## src/rtl/ttt_move_engine.sv

```systemverilog
// Sequential N x N tic-tac-toe move generator. It scans one line per cycle and then
// picks a move by priority: win, block, centre, corner, first free cell.
module ttt_move_engine #(
  parameter int unsigned N    = 3,
  parameter int unsigned RC_W = ($clog2(N) > 1) ? $clog2(N) : 1
) (
  input  logic             clk,
  input  logic             reset,
  input  logic             start,
  input  logic [2*N*N-1:0] board,
  input  logic [1:0]       player,
  output logic             busy,
  output logic             done,
  output logic             move_valid,
  output logic [RC_W-1:0]  row,
  output logic [RC_W-1:0]  col,
  output logic [1:0]       xoro
);

  localparam int unsigned BW   = 2*N*N;
  localparam int unsigned IW   = $clog2(BW);
  localparam int unsigned CW   = $clog2(N+1);
  localparam int unsigned LW   = $clog2(2*N+2);
  localparam int unsigned LAST = 2*N+1;
  localparam int unsigned MID  = (N-1)/2;

  typedef enum logic [1:0] {IDLE, SCAN, DECIDE} state_t;

  state_t          state;
  logic [BW-1:0]   board_q;
  logic [1:0]      player_q;
  logic [LW-1:0]   line_idx;
  logic            win_hit, blk_hit;
  logic [RC_W-1:0] win_r, win_c, blk_r, blk_c;
  logic            player_ok;

  function automatic logic [1:0] cell_at(input logic [BW-1:0] b, input int r, input int c);
    return b[IW'(2*(r*int'(N)+c)) +: 2];
  endfunction

  assign player_ok = (player_q == 2'b01) || (player_q == 2'b10);

  // Per-line tallies for the line currently addressed by line_idx
  logic [CW-1:0]   own_cnt, opp_cnt;
  logic            emp_found;
  logic [RC_W-1:0] emp_r, emp_c;
  logic            line_win, line_blk;
  int              ln_r, ln_c;
  logic [1:0]      ln_cell;

  always_comb begin
    own_cnt   = '0;
    opp_cnt   = '0;
    emp_found = 1'b0;
    emp_r     = '0;
    emp_c     = '0;
    ln_r      = 0;
    ln_c      = 0;
    ln_cell   = 2'b00;
    for (int i = 0; i < int'(N); i++) begin
      if (int'(line_idx) < int'(N)) begin
        ln_r = int'(line_idx);
        ln_c = i;
      end else if (int'(line_idx) < 2*int'(N)) begin
        ln_r = i;
        ln_c = int'(line_idx) - int'(N);
      end else if (int'(line_idx) == 2*int'(N)) begin
        ln_r = i;
        ln_c = i;
      end else begin
        ln_r = i;
        ln_c = int'(N) - 1 - i;
      end
      ln_cell = cell_at(board_q, ln_r, ln_c);
      if (ln_cell == 2'b00) begin
        if (!emp_found) begin
          emp_found = 1'b1;
          emp_r     = RC_W'(ln_r);
          emp_c     = RC_W'(ln_c);
        end
      end else if (player_ok && (ln_cell == player_q)) begin
        own_cnt = own_cnt + CW'(1);
      end else begin
        opp_cnt = opp_cnt + CW'(1);
      end
    end
  end

  assign line_win = emp_found && (own_cnt == CW'(N-1));
  assign line_blk = emp_found && (opp_cnt == CW'(N-1));

  // Final move selection from latched candidates and the captured board
  logic            dec_valid, found;
  logic [RC_W-1:0] dec_r, dec_c;

  always_comb begin
    dec_valid = 1'b0;
    dec_r     = '0;
    dec_c     = '0;
    found     = 1'b0;
    if (win_hit) begin
      dec_valid = 1'b1;
      dec_r     = win_r;
      dec_c     = win_c;
    end else if (blk_hit) begin
      dec_valid = 1'b1;
      dec_r     = blk_r;
      dec_c     = blk_c;
    end else if ((N % 2 == 1) && (cell_at(board_q, int'(MID), int'(MID)) == 2'b00)) begin
      dec_valid = 1'b1;
      dec_r     = RC_W'(MID);
      dec_c     = RC_W'(MID);
    end else if (cell_at(board_q, 0, 0) == 2'b00) begin
      dec_valid = 1'b1;
    end else if (cell_at(board_q, 0, int'(N)-1) == 2'b00) begin
      dec_valid = 1'b1;
      dec_c     = RC_W'(N-1);
    end else if (cell_at(board_q, int'(N)-1, 0) == 2'b00) begin
      dec_valid = 1'b1;
      dec_r     = RC_W'(N-1);
    end else if (cell_at(board_q, int'(N)-1, int'(N)-1) == 2'b00) begin
      dec_valid = 1'b1;
      dec_r     = RC_W'(N-1);
      dec_c     = RC_W'(N-1);
    end else begin
      for (int r = 0; r < int'(N); r++) begin
        for (int c = 0; c < int'(N); c++) begin
          if (!found && (cell_at(board_q, r, c) == 2'b00)) begin
            found     = 1'b1;
            dec_valid = 1'b1;
            dec_r     = RC_W'(r);
            dec_c     = RC_W'(c);
          end
        end
      end
    end
    if (!player_ok) begin
      dec_valid = 1'b0;
      dec_r     = '0;
      dec_c     = '0;
    end
  end

  // Control FSM; start is ignored while busy and during the done cycle
  always_ff @(posedge clk) begin
    if (reset) begin
      state      <= IDLE;
      busy       <= 1'b0;
      done       <= 1'b0;
      move_valid <= 1'b0;
      row        <= '0;
      col        <= '0;
      xoro       <= 2'b00;
      board_q    <= '0;
      player_q   <= 2'b00;
      line_idx   <= '0;
      win_hit    <= 1'b0;
      blk_hit    <= 1'b0;
      win_r      <= '0;
      win_c      <= '0;
      blk_r      <= '0;
      blk_c      <= '0;
    end else begin
      done <= 1'b0;
      case (state)
        IDLE: begin
          if (start && !done) begin
            board_q  <= board;
            player_q <= player;
            win_hit  <= 1'b0;
            blk_hit  <= 1'b0;
            line_idx <= '0;
            busy     <= 1'b1;
            state    <= SCAN;
          end
        end
        SCAN: begin
          if (line_win && !win_hit) begin
            win_hit <= 1'b1;
            win_r   <= emp_r;
            win_c   <= emp_c;
          end
          if (line_blk && !blk_hit) begin
            blk_hit <= 1'b1;
            blk_r   <= emp_r;
            blk_c   <= emp_c;
          end
          if (line_idx == LW'(LAST)) begin
            state <= DECIDE;
          end else begin
            line_idx <= line_idx + LW'(1);
          end
        end
        DECIDE: begin
          move_valid <= dec_valid;
          row        <= dec_r;
          col        <= dec_c;
          xoro       <= player_q;
          done       <= 1'b1;
          busy       <= 1'b0;
          state      <= IDLE;
        end
        default: state <= IDLE;
      endcase
    end
  end

endmodule

```

## config.mk

```make
export PLATFORM = sky130hd
export DESIGN_NAME = ttt_move_engine
export DESIGN_NICKNAME = d
export VERILOG_FILES = /design/src/rtl/ttt_move_engine.sv
export SDC_FILE = /design/constraint.sdc
export NUM_CORES = 1
export LEC_CHECK = 0
export ABC_AREA = 1
export ABC_CLOCK_PERIOD_IN_PS = 3750
export CAP_MARGIN = 0
export CELL_PAD_IN_SITES_DETAIL_PLACEMENT = 1
export CELL_PAD_IN_SITES_GLOBAL_PLACEMENT = 1
export CORE_UTILIZATION = 38
export CTS_BUF_LIST = sky130_fd_sc_hd__clkbuf_8
export DETAILED_ROUTE_END_ITERATION = 10
export PLACE_DENSITY = 0.81
export SKIP_CTS_REPAIR_TIMING = 1
export SLEW_MARGIN = 10
export SYNTH_ARGS = -nofsm -noshare
export SYNTH_HDL_FRONTEND = slang
export SYNTH_SLANG_ARGS = --single-unit
```

## constraint.sdc

```tcl
create_clock -name clk -period 3.75 [get_ports clk]
set_input_delay 0.75 -clock clk [delete_from_list [all_inputs] [get_ports clk]]
set_output_delay 0.75 -clock clk [all_outputs]
set_load 0.01 [all_outputs]
```

==> metrics.cfg <==
[logic_synthesis]
synth_seq_cells=42
syn_inst=490
synth-xor-area-share_pct=0.555
synth_compound_area_share_pct=12.9
yosys_warnings=0
synth_top_family_by_area=simple AND/OR/NAND/NOR gates
ys_types=36
avgSynthCellArea_um2=6.44
async_reset_ff_share_pct=0
synthSimpleGateAreaFrac_pct=41.5
muxShareOfSynthArea_pct=0
netlist_area_um2=3160
yosysSeqAreaShare_pct=26.6
synth_top_flop_cell=dfxtp_1
synth_fa_ha_area_share_pct=6.90
synth_edf_count=0

[cells_and_area]
layout.cells.most_common=nand2_1
seq_area_um2=843
antenna_cells=0
fillers=1027
top_register=board_q
reg_top3=board_q: 16 flops, line_idx: 3 flops
largest_reg_flops=16
area_growth_pct=32.5
layout_common_cells=87 x nand2_1, 59 x inv_1, 57 x nand3_1
instances_no_fill=657
multi_input_area_um2=2220
nNetsFinal=592
drive_gt1_share_pct=27.2

[sta]
finalCritPeriodShare_pct=101
setup_slack_ns=-0.0229
slew_violations=0
setup_viol=2
fmax_ghz=0.265
fin_worst_skew_ns=0.0133
hold_violations=0
period_needed_ns=3.77
rsz0062_at_grt=yes
slew_headroom_pct=45.0
tightest_slew_ns=0.824

[die]
dieArea_um2=8680
core_area_um2=7890
pin_count=32
fp-row-count=32
dieHeight_um=93.1
start_util_pct=40.0
fp.dieW_um=93.1

[clocking]
cts_max_path_buffers=2
cts_tree=yes
clkTransAtPathRegs_ns=0.09
root_buffer=clkbuf_8
cts_buffers=5
ctsHtreeMaxLevel=2
cts_sinks=42
clock_latency_ns=0.30

[worst_setup_path]
critical_path_class=reg2reg
crit_required_ns=3.99
arrival_ns=4.02
startpoint_type=flop
crit_fanout=5
worstSetupEndpointType=flop

[placement]
dpl.hpwl_mm=7.76
place.gp.congestion=0.853
port_buffers=29
dpl.cell_count=638

[route]
wl_per_cell_um=16.4
vias_per_cell=5.29
totalWireLength_mm=10.8
ant_nets=0
drc=0
drt-pass1-iter-count=4
dr_total_vias=3477
drt_iter0_markers=178

[grt]
antenna_found_initial=0
grt_first_pass_wirelength_mm=17.1
grt_usage_pct=24.5
grt_max_degree=37
grt_pass1_vias=3523
overflow=0

[hold_path]
hold_path_class=reg2reg

[outcome]
status=complete, but fails checks
violations=setup timing

[power]
peakVddDrop_mv=0.266
power_density_nw_per_um2=395
power.leakage_uw=0.00193
power_uw=1650

[job]
max-cap-violations=0

critical path: stages (launching register included):
cell     delay, ns
dfxtp_2       0.37
ha_4          0.14
inv_2         0.04
ha_4          0.18
buf_6         0.14
o31ai_4       0.30
ha_2          0.21
inv_1         0.03
nand2_1       0.06
inv_2         0.04
fa_2          0.60
inv_2         0.08
nand3_2       0.10
nand2_2       0.06
nand2_1       0.10
nor2_4        0.05
inv_1         0.09
nand2_4       0.07
buf_4         0.14
ha_4          0.24
nand3_2       0.08
nand3_2       0.09
nor2_4        0.16
nand2_4       0.09
nand2_1       0.06
nand2_1       0.05
nor2_1        0.13
power breakdown:
group | switching (uW) | internal (uW)
registers | 24.8 | 483
logic | 520 | 312
clock network | 178 | 133
cells in the mapped netlist (3+ instances only):
library cell	number	area, um2
nor2_4	3	33.8
nand2_4	7	78.8
nand3_1	65	325
clkbuf_1	6	22.5
nor2_2	3	18.8
o211ai_1	5	37.5
nand2_2	14	87.6
nand3_2	12	120
nand2_1	100	375
buf_2	3	15.0
ha_1	11	138
o21ai_0	30	150
fa_1	4	80.1
dfxtp_1	42	841
nor2_1	52	195
inv_1	75	282
a21oi_1	34	170
metrics by stage:
| stage | hold slack [ns] | worst slack [ns] | util (%) | TNS [ns] | cell area [um2] |
|---|---|---|---|---|---|
| 6_report | 0.476 | -0.0229 | 53.0 | -0.0443 | 4180 |
| 5_1_grt | 0.499 | -0.192 | 53.0 | -1.55 | 4180 |
| 3_3_place_gp | 0.454 | -0.102 | 47.2 | -0.836 | 3720 |
| 2_1_floorplan | 0.452 | 0.00848 | - | 0 | 3160 |
| 3_5_place_dp | 0.464 | -0.252 | 47.2 | -1.82 | 3720 |
| 4_1_cts | 0.479 | -0.293 | 48.4 | -2.19 | 3810 |
per-layer routing:
metal	global-route usage (%)	part of all wire, %	vias to the layer above
met3	2.20	3.3	17
met5	0	0	-
li1	-	-	1691
met2	42.3	50	68
met4	5.77	1.5	0
met1	33.0	45	1701
cells by family after synthesis:
group | after synthesis
DFF | 42
buffers and inverters | 90
xor gates and xnor gates | 2
adders and majority gates | 15
and+or+nand+nor | 264
other | 1
AOI/OAI and AO/OA | 76
final cells by class:
| cell class | instances | share of cell area, % |
|---|---|---|
| Multi-Input combinational cell | 360 | 53.1 |
| Sequential cell | 42 | 20.2 |
| Timing Repair Buffer | 67 | 14.3 |
| Inverter | 78 | 7.15 |
| Tap cell | 102 | 3.05 |
| Clock buffer | 5 | 1.64 |
| Clock inverter | 3 | 0.568 |
worst paths after layout:
kind / cells past startpoint / start / end / slack (ns)
setup / recovery: 26 / line_idx[0] / win_c[1] / -0.02
hold / removal: 2 / busy / busy / 0.48
setup reg to reg: 26 / line_idx[0] / win_c[1] / -0.02
hold reg to reg: 2 / busy / busy / 0.48
Note: power is estimated with default switching activity, not from simulation.
